<file path="src/rtl/bi_set_sequencer.sv">
// BiSet bus master: queued read/write burst commands expanded into single-cycle bus beats,
// with a streamed write-data port and a credit-protected read response FIFO.
module bi_set_sequencer #(
  parameter int unsigned AW     = 16,
  parameter int unsigned DW     = 32,
  parameter int unsigned DEPTH  = 4,
  parameter int unsigned RDEPTH = 4,
  parameter int unsigned MAXLEN = 16,
  parameter int unsigned LW     = $clog2(MAXLEN)
) (
  input  logic          clk_i,
  input  logic          rst_i,
  input  logic          cmd_valid_i,
  output logic          cmd_ready_o,
  input  logic          cmd_we_i,
  input  logic          cmd_inc_i,
  input  logic [AW-1:0] cmd_addr_i,
  input  logic [LW-1:0] cmd_len_i,
  input  logic          wdata_valid_i,
  output logic          wdata_ready_o,
  input  logic [DW-1:0] wdata_i,
  output logic          rsp_valid_o,
  input  logic          rsp_ready_i,
  output logic [DW-1:0] rsp_data_o,
  output logic          rsp_last_o,
  output logic          set_en_o,
  output logic          set_we_o,
  output logic [AW-1:0] set_addr_o,
  output logic [DW-1:0] set_wdata_o,
  input  logic [DW-1:0] set_rdata_i,
  output logic          busy_o
);

  localparam int unsigned CPW = $clog2(DEPTH);
  localparam int unsigned RPW = $clog2(RDEPTH);
  localparam int unsigned CW  = 2 + AW + LW;

  localparam logic [0:0] StIdle  = 1'b0;
  localparam logic [0:0] StBurst = 1'b1;

  // Command FIFO
  logic [CW-1:0] cmd_mem [DEPTH];
  logic [CPW:0]  cmd_wptr_q, cmd_rptr_q;
  logic          cmd_empty, cmd_full, cmd_push, cmd_pop;
  logic [CW-1:0] cmd_head;

  // Engine
  logic [0:0]    state_q, state_d;
  logic          we_q, we_d, inc_q, inc_d;
  logic [AW-1:0] addr_q, addr_d;
  logic [LW-1:0] rem_q, rem_d;
  logic          fire, rd_inflight, rd_credit_ok;

  // Bus registers
  logic          set_en_q, set_we_q, beat_last_q;
  logic [AW-1:0] set_addr_q;
  logic [DW-1:0] set_wdata_q;

  // Response FIFO
  logic [DW:0]   rsp_mem [RDEPTH];
  logic [RPW:0]  rsp_wptr_q, rsp_rptr_q, rsp_count;
  logic          rsp_empty, rsp_pop;
  logic [DW:0]   rsp_head;

  assign cmd_empty   = (cmd_wptr_q == cmd_rptr_q);
  assign cmd_full    = (cmd_wptr_q[CPW] != cmd_rptr_q[CPW]) &&
                       (cmd_wptr_q[CPW-1:0] == cmd_rptr_q[CPW-1:0]);
  assign cmd_ready_o = !cmd_full;
  assign cmd_push    = cmd_valid_i && !cmd_full;
  assign cmd_pop     = (state_q == StIdle) && !cmd_empty;
  assign cmd_head    = cmd_mem[cmd_rptr_q[CPW-1:0]];

  always_ff @(posedge clk_i) begin
    if (cmd_push) cmd_mem[cmd_wptr_q[CPW-1:0]] <= {cmd_we_i, cmd_inc_i, cmd_addr_i, cmd_len_i};
  end

  always_ff @(posedge clk_i or posedge rst_i) begin
    if (rst_i) begin
      cmd_wptr_q <= '0;
      cmd_rptr_q <= '0;
    end else begin
      if (cmd_push) cmd_wptr_q <= cmd_wptr_q + 1'b1;
      if (cmd_pop)  cmd_rptr_q <= cmd_rptr_q + 1'b1;
    end
  end

  // A read on the bus this cycle is already owed a response slot.
  assign rd_inflight  = set_en_q && !set_we_q;
  assign rsp_count    = rsp_wptr_q - rsp_rptr_q;
  assign rd_credit_ok = ({1'b0, rsp_count} + {{(RPW + 1){1'b0}}, rd_inflight})
                        < (RPW + 2)'(RDEPTH);
  assign fire         = (state_q == StBurst) && (we_q ? wdata_valid_i : rd_credit_ok);

  always_comb begin
    state_d = state_q;
    we_d    = we_q;
    inc_d   = inc_q;
    addr_d  = addr_q;
    rem_d   = rem_q;
    case (state_q)
      StIdle: begin
        if (!cmd_empty) begin
          {we_d, inc_d, addr_d, rem_d} = cmd_head;
          state_d = StBurst;
        end
      end
      StBurst: begin
        if (fire) begin
          addr_d = addr_q + AW'(inc_q);
          rem_d  = rem_q - LW'(1);
          if (rem_q == '0) state_d = StIdle;
        end
      end
      default: state_d = StIdle;
    endcase
  end

  always_ff @(posedge clk_i or posedge rst_i) begin
    if (rst_i) begin
      state_q     <= StIdle;
      we_q        <= 1'b0;
      inc_q       <= 1'b0;
      addr_q      <= '0;
      rem_q       <= '0;
      set_en_q    <= 1'b0;
      set_we_q    <= 1'b0;
      set_addr_q  <= '0;
      set_wdata_q <= '0;
      beat_last_q <= 1'b0;
    end else begin
      state_q     <= state_d;
      we_q        <= we_d;
      inc_q       <= inc_d;
      addr_q      <= addr_d;
      rem_q       <= rem_d;
      set_en_q    <= fire;
      set_we_q    <= fire && we_q;
      set_addr_q  <= fire ? addr_q : '0;
      set_wdata_q <= (fire && we_q) ? wdata_i : '0;
      beat_last_q <= fire && (rem_q == '0);
    end
  end

  assign set_en_o      = set_en_q;
  assign set_we_o      = set_we_q;
  assign set_addr_o    = set_addr_q;
  assign set_wdata_o   = set_wdata_q;
  assign wdata_ready_o = (state_q == StBurst) && we_q;
  assign busy_o        = !cmd_empty || (state_q == StBurst) || rd_inflight;

  // Read reply is captured at the edge closing the beat's bus cycle.
  always_ff @(posedge clk_i) begin
    if (rd_inflight) rsp_mem[rsp_wptr_q[RPW-1:0]] <= {beat_last_q, set_rdata_i};
  end

  assign rsp_empty   = (rsp_wptr_q == rsp_rptr_q);
  assign rsp_valid_o = !rsp_empty;
  assign rsp_pop     = rsp_valid_o && rsp_ready_i;
  assign rsp_head    = rsp_mem[rsp_rptr_q[RPW-1:0]];
  assign rsp_data_o  = rsp_valid_o ? rsp_head[DW-1:0] : '0;
  assign rsp_last_o  = rsp_valid_o && rsp_head[DW];

  always_ff @(posedge clk_i or posedge rst_i) begin
    if (rst_i) begin
      rsp_wptr_q <= '0;
      rsp_rptr_q <= '0;
    end else begin
      if (rd_inflight) rsp_wptr_q <= rsp_wptr_q + 1'b1;
      if (rsp_pop)     rsp_rptr_q <= rsp_rptr_q + 1'b1;
    end
  end

endmodule

</file>
<file path="config.mk">
export PLATFORM = sky130hd
export DESIGN_NAME = bi_set_sequencer
export DESIGN_NICKNAME = d
export VERILOG_FILES = /design/src/rtl/bi_set_sequencer.sv
export SDC_FILE = /design/constraint.sdc
export NUM_CORES = 1
export LEC_CHECK = 0
export CELL_PAD_IN_SITES_DETAIL_PLACEMENT = 1
export CELL_PAD_IN_SITES_GLOBAL_PLACEMENT = 1
export CORE_ASPECT_RATIO = 1.5
export CORE_MARGIN = 2
export CORE_UTILIZATION = 33
export CTS_CLUSTER_DIAMETER = 100
export DETAILED_ROUTE_END_ITERATION = 12
export HOLD_SLACK_MARGIN = 0.06
export PLACE_DENSITY_LB_ADDON = 0.1
export SLEW_MARGIN = 20
export SYNTH_ARGS = -nofsm -noshare
export SYNTH_HDL_FRONTEND = slang
export SYNTH_SLANG_ARGS = --single-unit
</file>
<file path="constraint.sdc">
create_clock -name clk_i -period 2.85 [get_ports clk_i]
set_input_delay 0.7125 -clock clk_i [delete_from_list [all_inputs] [get_ports clk_i]]
set_output_delay 0.7125 -clock clk_i [all_outputs]
set_load 0.01 [all_outputs]
</file>
# Word-level counts from Yosys, hierarchy flattened
# Memories as Yosys holds them, arrays and structs flattened.
# Index checks and enable logic that the tools add are counted.
totals:
  memories: 2
  mem_bits_rw: 220
  output_inout_bits: 87
  romBits: 0
  wordCells: 70
  latchBits: 0
  input_bits: 91
  regBits: 86
classes:
  n_mul: 0
  bitwise_logic: 2
  add_sub_neg: 8
  n_reduce_logical: 19
  magnitude_cmp: 1
  shifts: 0
  div: 0
  n_eq_ne: 6
  n_mux: 18
mem_list:
  columns: ["name", "depth", "word_bits", "read_ports", "rd_ports_with_merged_regs", "write_ports", "line", "text"]
  rows:
  - ["rsp_mem", 4, 33, 1, 0, 1, "60", "logic [DW:0] rsp_mem [RDEPTH];"]
  - ["cmd_mem", 4, 22, 1, 0, 1, "42", "logic [CW-1:0] cmd_mem [DEPTH];"]
ops:
  columns: ["op", "count"]
  rows:
  - ["32-bit 2-to-1 mux", 2]
  - ["16-bit 2-to-1 mux", 3]
  - ["16-bit one-hot mux with 2 select lines", 1]
  - ["16-bit by 1-bit adder with 16-bit output", 1]
  - ["3-bit by 1-bit adder with 3-bit output, second input constant", 4]
  - ["1-bit logical AND", 10]
  - ["1-bit 2-to-1 mux", 8]
  - ["4-bit 2-to-1 mux", 2]
  - ["4-bit one-hot mux with 2 select lines", 1]
  - ["3-bit equality test", 2]
  - ["3-bit by 1-bit adder with 4-bit output", 1]
  - ["1-bit logical NOT", 4]
  - ["4-bit logical NOT", 1]
  - ["4-bit by 3-bit less-than comparator with 1-bit output, second input constant", 1]
  - ["2-bit AND reduction", 2]
  - ["4-bit by 1-bit subtractor with 4-bit output, second input constant", 1]
  - ["3-bit subtractor", 1]
  - ["2-bit equality test", 1]
  - ["1-bit logical OR", 2]
  - ["2-bit by 1-bit inequality test with 1-bit output, second input constant", 1]
  - ["2-bit inequality test, second input constant", 1]
  - ["1-bit inverter", 2]
  - ["1-bit one-hot mux with 2 select lines", 1]
  - ["1-bit inequality test", 1]

# Depth between registers and ports, before layout
# Gate-level depths: netlist (run 1).
depth:
  depth_word: 8
  mapped_depth: 10
  depth_no_buf: 9

# Least setup slack after synthesis (run 1)
# Ideal clock, no wire load.
synth_path:
  path_type: "register to register"
  startpoint: "register rsp_rptr_q[1]"
  endpoint: "register addr_q[6]"
  setup_time_ns: 0.135
  t_arrival_ns: 2.775
  path_stages_with_launch: 11
  required_time_ns: 2.715
  n_path_buf: 3
  period_less_slack_ns: 2.911
  path_slack_ns: -0.061
  cell_sequence: "dfrtp_1 -> clkbuf_1 -> clkbuf_1 -> inv_1 -> fa_1 -> xnor3_1 -> o41ai_4 -> nor2b_1 -> buf_2 -> o31ai_1 -> a21oi_1"
synth_between:
  elab_chain_len: 7
synth_rtl:
  columns: ["element", "line", "text"]
  rows:
  - ["start: declaration", "61", "logic [RPW:0] rsp_wptr_q, rsp_rptr_q, rsp_count;"]
  - ["start signal: assignment", "169", "if (rsp_pop) rsp_rptr_q <= rsp_rptr_q + 1'b1;"]
  - ["3-bit subtractor", "89", "assign rsp_count = rsp_wptr_q - rsp_rptr_q;"]
  - ["3-bit by 1-bit adder with 4-bit output", "90", "assign rd_credit_ok = ({1'b0, rsp_count} + {{(RPW + 1){1'b0}}, rd_inflight})"]
  - ["4-bit by 3-bit less-than comparator with 1-bit output", "91", "< (RPW + 2)'(RDEPTH);"]
  - ["1-bit 2-to-1 mux", "92", "assign fire = (state_q == StBurst) && (we_q ? wdata_valid_i : rd_credit_ok);"]
  - ["1-bit logical AND", "92", null]
  - ["2-bit by 1-bit inequality test with 1-bit output (no source line)", null, null]
  - ["2-bit AND reduction (no source line)", null, null]
  - ["end signal: assignment", "134", "addr_q <= addr_d;"]
  - ["end: declaration", "50", "logic [AW-1:0] addr_q, addr_d;"]
# Every way passes these cells.
# A chain may end at the register's enable or synchronous reset.

# Worst setup path in the final report (run 1)
layout_path:
  startpoint: "register rsp_rptr_q[0]"
  endpoint: "output port rsp_data_o[4]"
layout_between:
  elab_chain_len: 2
  elab_cells_between_ends: 3
  cone_classes: "1 x eq/ne; 1 x mux; 1 x memory"
layout_rtl:
  columns: ["element", "line", "text"]
  rows:
  - ["memory 4 x 33 bit / 3-bit equality test (equally long branches)", null, null]
  - ["32-bit 2-to-1 mux *", "160", "assign rsp_data_o = rsp_valid_o ? rsp_head[DW-1:0] : '0;"]
  - ["end: declaration", "24", "output logic [DW-1:0] rsp_data_o,"]
# Mark *: on every way between the ends. The rest lies on a longest branch, timed or not.

==> results of run 1 <==
-- Yosys cell counts, types with 4 or more instances --
master | number | area share [%]
mux4_2 | 55 | 10
edfxtp_1 | 220 | 56
ha_1 | 16 | 1.7
clkbuf_1 | 21 | 0.66
inv_1 | 12 | 0.38
nand3_1 | 17 | 0.72
a21oi_1 | 21 | 0.88
mux2_2 | 4 | 0.38
dfrtp_1 | 86 | 18
buf_2 | 7 | 0.29
nand2b_1 | 4 | 0.21
nand2_1 | 15 | 0.47
mux2i_1 | 4 | 0.34
nand4_1 | 4 | 0.21
xnor2_1 | 7 | 0.52
o22ai_1 | 9 | 0.47
o21ai_0 | 14 | 0.59
xor2_1 | 5 | 0.37
nor2_1 | 14 | 0.44
and2_1 | 90 | 4.7
-- metrics by stage --
step	total power (W)	hold WS (ps)
3_5_place_dp	0.0132	479
6_report	0.0180	489
3_3_place_gp	0.0131	474
4_1_cts	0.0179	465
5_1_grt	0.0192	509
2_1_floorplan	0.0102	455
-- power by group through the flow --
stage / logic [W] / clock network [W] / registers, W
after floorplan: 0.00376 / 0 / 0.00643
after global placement: 0.00655 / 0 / 0.00651
after detailed placement: 0.00665 / 0 / 0.00658
after CTS: 0.00705 / 0.00437 / 0.00648
after global routing: 0.00804 / 0.00453 / 0.00659
final: 0.00736 / 0.00422 / 0.00647
-- layout by cell type (no fill, tap or decap), types with 10 or more instances in the layout --
cell             count
a21oi_1             21
and2_1              66
and2_4              20
buf_12              12
buf_2               13
buf_4               28
buf_6               29
clkbuf_16           32
clkdlybuf4s50_1    142
dfrtp_1             83
edfxtp_1           220
ha_1                14
inv_1               10
mux4_2              55
nand2_1             15
nand3_1             16
nor2_1              14
o21ai_0             14
-- timing repair --
| item | in CTS | in global routing |
|---|---|---|
| endpoints found under the hold margin | 0 | 0 |
| resized for setup | 170 | 37 |
| buffers inserted | 20 | 0 |
| gates cloned | 3 | 1 |
| pin swaps | 11 | 4 |
| endpoints found under the setup margin | 35 | 28 |
-- cell type report --
class | instances | area [um2] | area share [%]
Clock inverter | 20 | 233 | 1.46
Inverter | 12 | 48.8 | 0.307
Tap cell | 478 | 598 | 3.76
Sequential cell | 306 | 8760 | 55.1
Multi-Input combinational cell | 309 | 3070 | 19.3
Clock buffer | 38 | 832 | 5.23
Timing Repair Buffer | 228 | 2350 | 14.8
-- cells by family (layout without fill, tap and decap cells) --
logic type / after synthesis / count (layout) / synth area share, %
xor gates and xnor gates: 13 / 13 / 1.07
DFF: 306 / 306 / 73.6
and+or+nand+nor: 157 / 157 / 7.57
adders and majority gates: 17 / 17 / 1.85
AOI/OAI and AO/OA: 59 / 59 / 3.23
buffers and inverters: 44 / 298 / 1.54
muxes: 63 / 63 / 11.1
-- worst max-delay path: cells and delay by family (launching register included) --
family | cells | cell delay [ps]
adder cells (fa/ha/maj) | 1 | 270
buffers and inverters | 4 | 580
flip-flops | 1 | 440
AND/OR/NAND/NOR | 2 | 260
-- worst max path at each step --
stage / end / slack, ps / cells past startpoint
final: rsp_data_o[4] / 20 / 7
after floorplan: addr_q[6] / 70 / 10
after global placement: busy_o / 80 / 5
after detailed placement: busy_o / 100 / 5
after CTS: rsp_data_o[26] / -30 / 6
after global routing: rsp_data_o[23] / -40 / 7
-- registers in the layout, indices dropped and copies added (netlist names), 3 cells and up --
| name | count |
|---|---|
| rsp_mem | 132 |
| cmd_mem | 88 |
| addr_q | 16 |
| rem_q | 4 |
| cmd_rptr_q | 3 |
| rsp_rptr_q | 3 |
| cmd_wptr_q | 3 |
| rsp_wptr_q | 3 |
| set_wdata_o | 32 |
| set_addr_o | 16 |
-- metal layers --
layer / track usage [%] / share of wire, % / up-vias
met4: 4.99 / 2.7 / 0
li1: - / - / 2960
met5: 0 / 0 / -
met2: 30.1 / 56 / 153
met1: 17.0 / 37 / 3393
met3: 2.50 / 3.7 / 53
==> metrics.txt, run 1 <==
Place WS=between 100 and 150 ps; DP Area=between 10000 and 15000 um2; # rows=85; status=complete, no violations; Clock Sinks=around 310; vias per cell=around 4.7; EDFF count, synth=220; n_diodes=0; Worst-path clk slew=60 ps; first-pass GRT wire length=~45000 um; Seq/Total Area, Yosys=about three quarters; CP max-delay cell=dfrtp_2; PwrDens=1140 nW/um2; core area=around 36000 um2; Buffers on Ports=roughly 180; crit path from=rsp_rptr_q[0]; cells on worst reg2reg path=10; Placed Cells=about 1300; Synth Register Bits=306; CP max stage delay=approximately 440 ps; io pins=approximately 180; post-route ant nets=0; vias in the first global route=7554; Hold WC Path Type=primary input to async pin; CTS Root Cell=clkbuf_16; Sw Ratio=31.7%; synth-to-layout area growth=33.6%; Critical R2R Capture=rem_q[0]; WL final=between 20000 and 30000 um; die width=~160 um; CTS max path bufs=3; Tmin final=between 2000 and 3000 ps; clk_lat worst skew=approximately 570 ps; Final Cell Area=approximately 16000 um2; Synth Warn #=0; Reg2Reg Setup Slack=approximately 230 ps; H-tree lvl count=1; largest net degree at the start of global routing=42; Die H=237 um; Iteration-0 DRC Markers=approximately 250; initial antenna violation count=0; Final Setup Violations=0; Internal=approximately 0.012 W; sequential share of power=35.9%; most used cell, CP=buf_6; Crit path required time=2140 ps; CP max FO=6; WL/cell=20.6 um; Initial Utilization=between 30% and 40%; Max-Cap Viols=0; TritonCTS Buffers=31; Hold Violations, Final=0; Top FF cell, synth=edfxtp_1; crit path DAT=between 2000 and 2500 ps; Worst Skew=12.5 ps; final core occ=44.5%; CTS Hold Buffers Added=0; max_slew headroom=about two fifths; NumNets Final=between 900 and 1000; critical path cell sequence=buf_6 -> ha_4 -> nand3_4 -> buf_12 -> clkbuf_16 -> and2_4 -> buf_6; Max VDD drop=about 0.00047 V; RSZ-0062 raised after global routing=true; combinational power share=around two fifths; drc violations=0; syn avg cell area=~18 um2; Syn Std Cell Area=~12000 um2; RePlAce Congestion=roughly 0.75; die area=37600 um2; Setup crit end kind=output pin; share of cells above drive strength 1=about 26%; Fillers=~3500; final slew viol count=0; total track usage=15.5%; clock share of power=a little under a quarter; GR Overflow Total=0; first-pass iteration count of the detailed router=4; syn nets=between 700 and 800; Mapped Cells=about 660; post-route setup slack=between 15 and 20 ps; dpl hpwl=about 19000 um; final setup TNS=0 ps; async set-reset flop share out of synthesis=28.1%; net switching power=about 0.0057 W; reg2reg start=rsp_rptr_q[0]; vias=between 6000 and 7000; Setup crit start kind=flop; worst setup path class=flop to output pin; period utilization=99.3%; Layout Cells excl Fill=1391; synth unique cells=46; Leak=just under 6 nW; fmax=between 0.3 and 0.4 GHz; Worst-Margin Slew=898 ps; TritonCTS clock tree=done
(Power assumes the default switching activity.)
==> inputs of run 2 (changes only) <==
Settings changed: CORE_MARGIN 2 to 10, REMOVE_ABC_BUFFERS set to 1.
==> run 2 against run 1 <==
  * The flow now finishes with violations (setup timing)
  * Clock skew fell by 4.1 ps
  * Cell area is essentially flat
  * Sequential share of layout area about the same
  * Register-to-register slack lost 90 ps
  * Global-route usage is 2.2 points lower
  * Cell count rose by 0.43%
  * Clock power shrank 5.7%
  * Largest power group unchanged
==> metrics.txt, run 2 (same netlist as run 1, synthesis figures left out) <==
status=finished with violations; failing checks=setup timing; Hold Violations, Final=0 (unchanged); Reg2Reg Setup Slack=140 ps (-90 ps); fmax=0.344 GHz (-2.5%); clock share of power=22.2% (-1.2 points); period utilization=102% (+2.5 points); DP Area=14500 um2 (+0.33%); critical path cell sequence=buf_6 -> buf_12 -> ha_4 -> nand3_4 -> clkbuf_16 -> and2_4 -> buf_2; Die H=253 um (+6.8%); sequential share of power=35.9% (about the same); max reg flops=132 (unchanged); first-pass iteration count of the detailed router=4 (unchanged); Iteration-0 DRC Markers=307 (+22%); Internal=0.0122 W (-0.77%); CTS max path bufs=3 (unchanged); GR Overflow Total=0 (unchanged); core area=35700 um2 (unchanged); met2 Usage GRT=25.0% (-5.2 points); CP max FO=9 (+3); GRT busiest layer=met2; CP max-delay cell=dfrtp_2; Max-Cap Viols=0 (unchanged); CTS Root Cell=clkbuf_16; vias in the first global route=7362 (-2.5%); Hold WC Path Type=flop to flop; Max VDD drop=0.000477 V (+0.94%); vias per cell=4.73 (+0.34%); first-pass GRT wire length=45700 um (+1.8%); NumNets Final=1003 (+0.70%); # rows=85 (unchanged); Buffers on Ports=177 (unchanged); drc violations=0 (unchanged); Worst Hold Path EP=rsp_mem[1][32]; Leak=5.85 nW (about the same); CP max stage delay=430 ps (about the same); clk_lat worst skew=550 ps (-20 ps); synth-to-layout area growth=33.6% (about the same); net switching power=0.00573 W (+0.21%); Fillers=3482 (+0.14%); WL final=29900 um (+4.4%); worst setup path class=flop to output pin; total track usage=13.3% (-2.2 points); Tmin final=2900 ps (+72.3 ps); most common cell after layout, fill and taps aside=edfxtp_1; largest net degree at the start of global routing=37 (-12%); crit path DAT=2190 ps (+70 ps); Crit path required time=2140 ps (about the same); combinational power share=41.9% (+1.1 points); TritonCTS Buffers=31 (unchanged); final core occ=44.5% (about the same); io pins=178 (unchanged); Layout Cells excl Fill=1397 (+0.43%); Setup crit start kind=flop; share of cells above drive strength 1=25.4% (-0.14 points); Initial Utilization=33.3% (unchanged); GR Util met1=14.5% (-2.4 points); dpl hpwl=19600 um (+5.5%); Worst-Margin Slew=774 ps (-124 ps); hold_sp=beat_last_q; post-route ant nets=0 (unchanged); commonest non-fill, non-tap cells in the layout=edfxtp_1, clkdlybuf4s50_1, dfrtp_1; max_slew headroom=48.4% (+8.2 points); TritonCTS clock tree=done; vias=6610 (+0.78%); reg2reg start=rsp_rptr_q[0]; Final Setup Violations=30 (+30); Clock Sinks=306 (unchanged); final setup TNS=-676 ps (-676 ps); Placed Cells=1316 (+0.38%); Sw Ratio=31.9% (+0.21 points); final slew viol count=0 (unchanged); post-route setup slack=-53.6 ps (-72.3 ps); cells on worst reg2reg path=11 (+1); die area=44200 um2 (+18%); hold depth=0; Worst Skew=8.44 ps (-4.05 ps); Worst-path clk slew=60 ps (about the same); Setup crit end kind=output pin; met3 usage=2.93% (+0.43 points); Critical R2R Capture=addr_q[11]; H-tree lvl count=1 (unchanged); WL/cell=21.4 um (+3.9%); die width=175 um (+10%); initial antenna violation count=2 (+2); RePlAce Congestion=0.761 (+0.91%); RSZ-0062 raised after global routing=true; Final Cell Area=15900 um2 (about the same); PwrDens=1130 nW/um2 (-0.42%)
## run 2: metrics by stage
step / setup WS [ps] / hold slack [ps] / power (W)
finish: -53.6 / 507 / 0.0180
global route: -145 / 552 / 0.0191
CTS: -122 / 522 / 0.0176
detailed placement: 157 / 476 / 0.0133
global placement: 183 / 474 / 0.0131
floorplan: -1380 / 455 / 0.00999
## run 2: final cells by class
class                   instances  area (um2)  share of cell area (%)
diodes                          1        2.50                  0.0157
clock buffers                  39         806                    5.07
clock inverters                17         179                    1.13
inverters                      12        46.3                   0.291
multi-input cells             309        3070                    19.3
flip-flops and latches        306        8760                    55.1
well taps                     478         598                    3.76
repair buffers                235        2430                    15.3
## run 2: metal layers
metal / vias to the layer above / wire (um)
li1: 2979 / -
met1: 3444 / 11300
met2: 139 / 16700
met3: 46 / 1230
met4: 2 / 649
met5: - / 7
## run 2: repair_timing
| item | in CTS | in global routing |
|---|---|---|
| buffers inserted | 15 | 5 |
| endpoints found under the hold margin | 0 | 0 |
| hold buffers | 0 | 0 |
| setup endpoints to repair | 35 | 39 |
| cloned | 3 | 2 |
| resized for setup | 163 | 44 |
| pin swaps | 4 | 2 |
## run 2: power by group through the flow
| stage | registers (W) | logic [W] | clock network [W] |
|---|---|---|---|
| detailed placement | 0.00656 | 0.00676 | 0 |
| global route | 0.00657 | 0.00821 | 0.00432 |
| floorplan | 0.00676 | 0.00323 | 0 |
| global placement | 0.00648 | 0.00666 | 0 |
| finish | 0.00645 | 0.00753 | 0.00398 |
| CTS | 0.00647 | 0.00704 | 0.00411 |
## run 2: critical path, delay by kind of cell, from the launching register on
family | cells | cell delay, ps
buffers and inverters | 4 | 630
DFF | 1 | 430
and+or+nand+nor | 2 | 300
adders and majority gates | 1 | 270
## run 2: worst max-delay path by stage
stage	start	end	slack, ps	cells past startpoint
6_report	rsp_rptr_q[0]	rsp_data_o[30]	-50	7
5_1_grt	rsp_rptr_q[0]	rsp_data_o[3]	-140	7
3_5_place_dp	cmd_wptr_q[0]	busy_o	160	4
4_1_cts	rsp_rptr_q[0]	rsp_data_o[13]	-120	7
2_1_floorplan	rsp_rptr_q[0]	cmd_rptr_q[2]	-1380	8
3_3_place_gp	cmd_wptr_q[0]	busy_o	180	4
==> edit 1, RTL diff (settings of run 1) <==
`set_wdata_q` no longer has a reset.
--- a/src/rtl/bi_set_sequencer.sv
+++ b/src/rtl/bi_set_sequencer.sv
@@ -127,3 +127,2 @@
       set_addr_q  <= '0;
-      set_wdata_q <= '0;
       beat_last_q <= 1'b0;
@@ -138,5 +137,8 @@
       set_addr_q  <= fire ? addr_q : '0;
-      set_wdata_q <= (fire && we_q) ? wdata_i : '0;
       beat_last_q <= fire && (rem_q == '0);
     end
+  end
+
+  always_ff @(posedge clk_i) begin
+    set_wdata_q <= (fire && we_q) ? wdata_i : '0;
   end
Formal check against the unedited RTL: differs if rst_i is asserted again (counterexample within 4 cycles, from zero or initial values and one cycle with rst_i high); with rst_i held inactive, the same outputs for 4 cycles.
==> edit 1 against run 1 <==
  * Global-route usage rose by 0.22 points
  * Cell area decreased by 0.59%
  * Largest cell class unchanged
  * Setup slack improved by 0.011 ns
  * Sequential cell count unchanged
  * Sequential power about the same
  * Total power increased by 3.6%
  * Critical endpoint is now rsp_data_o[9]
  * Clock power rose by 4.7%
  * Synthesized area fell by 1.4%
  * Routed wire length decreased by 0.27%
==> edit 1: results (changes against run 1) <==
<table>
<tr><th>Metric</th><th>Value</th></tr>
<tr><th colspan="2">STA</th></tr>
<tr><td>PnR worst setup slack</td><td>0.0300 ns (+0.0112 ns)</td></tr>
<tr><td>Tightest hold margin</td><td>0.494 ns (+0.00498 ns)</td></tr>
<tr><td>Normalized max-slew margin</td><td>48.1% (+7.9 points)</td></tr>
<tr><th colspan="2">Drt</th></tr>
<tr><td>Met2 wire length</td><td>16.4 mm (+2.2%)</td></tr>
<tr><td>Initial detailed-routing violation count</td><td>197 (-22%)</td></tr>
<tr><td>DRT Wirelength</td><td>28.6 mm (-0.27%)</td></tr>
<tr><td>Met3 wire length</td><td>966 um (-9.0%)</td></tr>
<tr><td>Vias</td><td>6,535 (-0.37%)</td></tr>
<tr><th colspan="2">Cells and area</th></tr>
<tr><td>Final Non-Filler Cells</td><td>1,389 (-0.14%)</td></tr>
<tr><td>Fraction of layout cells with a size suffix above 1</td><td>26.0% (+0.49 points)</td></tr>
<tr><td>Final nets</td><td>999 (+0.30%)</td></tr>
<tr><th colspan="2">Global routing</th></tr>
<tr><td>Wire length of the first global-routing pass</td><td>44.2 mm (-1.6%)</td></tr>
<tr><td>All-Layer GR Usage</td><td>15.7% (+0.22 points)</td></tr>
<tr><td>Met2 layer usage reported by global route</td><td>30.5% (+0.37 points)</td></tr>
<tr><th colspan="2">Pwr</th></tr>
<tr><td>Worst vdd rail ir drop</td><td>447 uV (-5.5%)</td></tr>
<tr><td>Psw</td><td>5.86 mW (+2.4%)</td></tr>
<tr><th colspan="2">Synth</th></tr>
<tr><td>Post-Synthesis Net Count</td><td>770 (+0.39%)</td></tr>
<tr><td>Dominant cells by area after synthesis</td><td>edfxtp_1, dfrtp_1, mux4_2, dfxtp_1, and2_1</td></tr>
<tr><td>Share of the yosys chip area belonging to registers</td><td>73.3% (-0.31 points)</td></tr>
<tr><td>Number of cells produced by synthesis</td><td>662 (+0.46%)</td></tr>
<tr><td>Async set-or-reset flop fraction in the synthesized netlist</td><td>17.6% (-10 points)</td></tr>
<tr><th colspan="2">Status</th></tr>
<tr><td>Result of the run</td><td>completed</td></tr>
<tr><th colspan="2">Placement</th></tr>
<tr><td>GP Congestion</td><td>0.743 (-1.5%)</td></tr>
<tr><td>Number of cells after detailed placement</td><td>1,306 (-0.38%)</td></tr>
<tr><td>Pre-CTS setup slack</td><td>0.00923 ns (-0.0944 ns)</td></tr>
<tr><th colspan="2">Clock tree</th></tr>
<tr><td>Number of gates resized after cts</td><td>196 (+15%)</td></tr>
<tr><td># Post-CTS Setup Buffers</td><td>22 (+10%)</td></tr>
</table>
[edit 1: cell types whose count changed after synthesis, sizes merged, moves of 5 or more]
cell	change
dfxtp	+32
o22a	+5
nand2	+7
o21ai	-7
a31oi	+7
nor2	+6
dfrtp	-32
[edit 1: path summary, 6_finish.rpt]
kind	start	to	cells after the start
max	rsp_rptr_q[0]	rsp_data_o[9]	5
min	beat_last_q	rsp_mem[0][32]	0
max reg2reg	rsp_rptr_q[0]	addr_q[15]	9
min reg2reg	beat_last_q	rsp_mem[0][32]	0
max in group asynchronous	rst_i	addr_q[15]	3
min in group asynchronous	rst_i	set_addr_o[5]	2
[edit 1: critical path: cells and delay by family, from the launching register on]
family                 cells  cell delay [ns]
muxes                      1             0.49
DFF                        1             0.46
and+or+nand+nor            1             0.17
buffers and inverters      3             0.42
[edit 1: layout make-up]
| cell class | count | area (um^2) |
|---|---|---|
| Multi-Input combinational cell | 309 | 3060 |
| Timing Repair Buffer | 230 | 2380 |
| Tap cell | 473 | 592 |
| Clock inverter | 25 | 335 |
| Clock buffer | 32 | 779 |
| Antenna cell | 1 | 2.50 |
| Inverter | 13 | 48.8 |
| Sequential cell | 306 | 8600 |
| Fill cell | 3450 | 19300 |
[edit 1: cells by family (layout without fill, tap and decap cells)]
| family | Yosys count | after routing | synth area share (%) |
|---|---|---|---|
| compound gates | 54 | 54 | 3.16 |
| xor+xnor | 13 | 13 | 1.09 |
| fa+ha+maj | 17 | 17 | 1.88 |
| buf+inv | 47 | 300 | 1.73 |
| flops | 306 | 306 | 73.3 |
| mux | 61 | 61 | 11.1 |
| other cells | 0 | 1 | 0 |
| simple gates | 164 | 164 | 7.73 |
==> edit 2, RTL diff (config.mk and constraints of run 1) <==
Without the edit above. The parameter `RDEPTH` goes from 4 to 8.
--- a/src/rtl/bi_set_sequencer.sv
+++ b/src/rtl/bi_set_sequencer.sv
@@ -6,3 +6,3 @@
   parameter int unsigned DEPTH  = 4,
-  parameter int unsigned RDEPTH = 4,
+  parameter int unsigned RDEPTH = 8,
   parameter int unsigned MAXLEN = 16,
Formal check against the unedited RTL: same outputs for any inputs over 4 cycles, from zero or initial values and one cycle with rst_i high; that may be too few to reach the edited logic, so the function may still have changed.
==> edit 2 against run 1 <==
  * Setup slack worse by 0.11 ns
  * Global-route usage is 0.84 points higher
  * Largest cell class unchanged
  * Register-to-register slack lost 0.09 ns
  * Total power grew 35%
  * Sequential cell count rose by 134
  * Die area is 42% higher
  * Sequential share of layout area increased by 2.8 points
  * Synthesized area up 43%
  * Cell area increased by 39%
  * Non-clock buffer count increased by 18
  * Routed wire length rose by 50%
  * Sequential power rose by 38%
  * The flow now finishes with violations (negative setup slack)
  * Via count increased by 40%
==> edit 2: results (changes against run 1) <==
<table>
<tr><th>Metric</th><th>Value</th></tr>
<tr><th colspan="2">Global routing</th></tr>
<tr><td>Wire length of the first global-routing pass</td><td>64.9 mm (+44%)</td></tr>
<tr><td>All-Layer GR Usage</td><td>16.3% (+0.84 points)</td></tr>
<tr><td>Met2 layer usage reported by global route</td><td>31.5% (+1.4 points)</td></tr>
<tr><th colspan="2">Placement</th></tr>
<tr><td>Post-place instance area</td><td>20,100 um^2 (+39%)</td></tr>
<tr><td>Number of cells after detailed placement</td><td>1,782 (+36%)</td></tr>
<tr><td>Final HPWL from detailed placement</td><td>25.7 mm (+38%)</td></tr>
<tr><th colspan="2">STA</th></tr>
<tr><td>Worst clock skew on the final layout</td><td>0.0144 ns (+0.00195 ns)</td></tr>
<tr><td>PnR worst setup slack</td><td>-0.0901 ns (-0.109 ns)</td></tr>
<tr><td>Count of final setup violators</td><td>17 (+17)</td></tr>
<tr><td>Worst Tran Pin Value</td><td>0.903 ns (+0.00533 ns)</td></tr>
<tr><th colspan="2">Synth</th></tr>
<tr><td>Async set-or-reset flop fraction in the synthesized netlist</td><td>20.0% (-8.1 points)</td></tr>
<tr><td>Number of cells produced by synthesis</td><td>928 (+41%)</td></tr>
<tr><td>Post-Synthesis Net Count</td><td>1,034 (+35%)</td></tr>
<tr><td>Adder-cell share of the synthesized area</td><td>1.14% (-0.71 points)</td></tr>
<tr><td>Synthesized-area fraction occupied by ao, oa, aoi and oai cells</td><td>2.96% (-0.27 points)</td></tr>
<tr><th colspan="2">Worst setup path</th></tr>
<tr><td>Standard cell with the maximum stage delay on the critical path</td><td>dfrtp_4</td></tr>
<tr><td>Delay of the slowest cell on the worst path</td><td>0.52 ns (+0.08 ns)</td></tr>
<tr><th colspan="2">Cells and area</th></tr>
<tr><td>Filler cells</td><td>4,984 (+43%)</td></tr>
<tr><td>Antenna diode count</td><td>1 (+1)</td></tr>
<tr><td>Area occupied by multi-input gates</td><td>4290 um^2 (+40%)</td></tr>
<tr><td>Number of flip-flops and latches</td><td>440 (+44%)</td></tr>
<tr><td>Portion of the layout cell area used by clock cells</td><td>6.94% (+0.24 points)</td></tr>
<tr><td>Number of ordinary and repair buffers in the finished layout</td><td>246 (+7.9%)</td></tr>
<tr><th colspan="2">Drt</th></tr>
<tr><td>Met2 wire length</td><td>24.3 mm (+51%)</td></tr>
<tr><td>Total iterations of the first detailed-routing run</td><td>6 (+2)</td></tr>
<tr><th colspan="2">Clock tree</th></tr>
<tr><td># Post-CTS Setup Buffers</td><td>15 (-25%)</td></tr>
<tr><th colspan="2">Pwr</th></tr>
<tr><td>Leakage power summed over all cells</td><td>7.82 nW (+34%)</td></tr>
<tr><td>Switching share of power</td><td>33.0% (+1.3 points)</td></tr>
<tr><th colspan="2">Status</th></tr>
<tr><td>Result of the run</td><td>finished, violations left</td></tr>
<tr><td>Failing checks</td><td>negative setup slack</td></tr>
</table>
edit 2: cell types whose count changed after synthesis, sizes merged, moves of 6 or more:
cell / delta
nand3: -10
a21oi: +16
and3: +8
nor3: +6
o22ai: -9
nand2: +93
clkbuf: +7
nor2: +6
mux4: +33
o21ai: -11
and2: -41
xnor2: +6
edfxtp: +132
buf: +8
edit 2: worst paths after layout:
| path | startpoint | end | slack (ns) | cells past startpoint |
|---|---|---|---|---|
| setup / recovery | rsp_rptr_q[0] | rsp_data_o[22] | -0.09 | 7 |
| hold / removal | rsp_wptr_q[3] | rsp_wptr_q[3] | 0.49 | 1 |
| setup reg to reg | rsp_rptr_q[0] | rem_q[2] | 0.14 | 9 |
| hold reg to reg | rsp_wptr_q[3] | rsp_wptr_q[3] | 0.49 | 1 |
| max in group asynchronous | rst_i | rsp_rptr_q[1] | 1.53 | 3 |
| min in group asynchronous | rst_i | set_addr_o[6] | 0.69 | 2 |
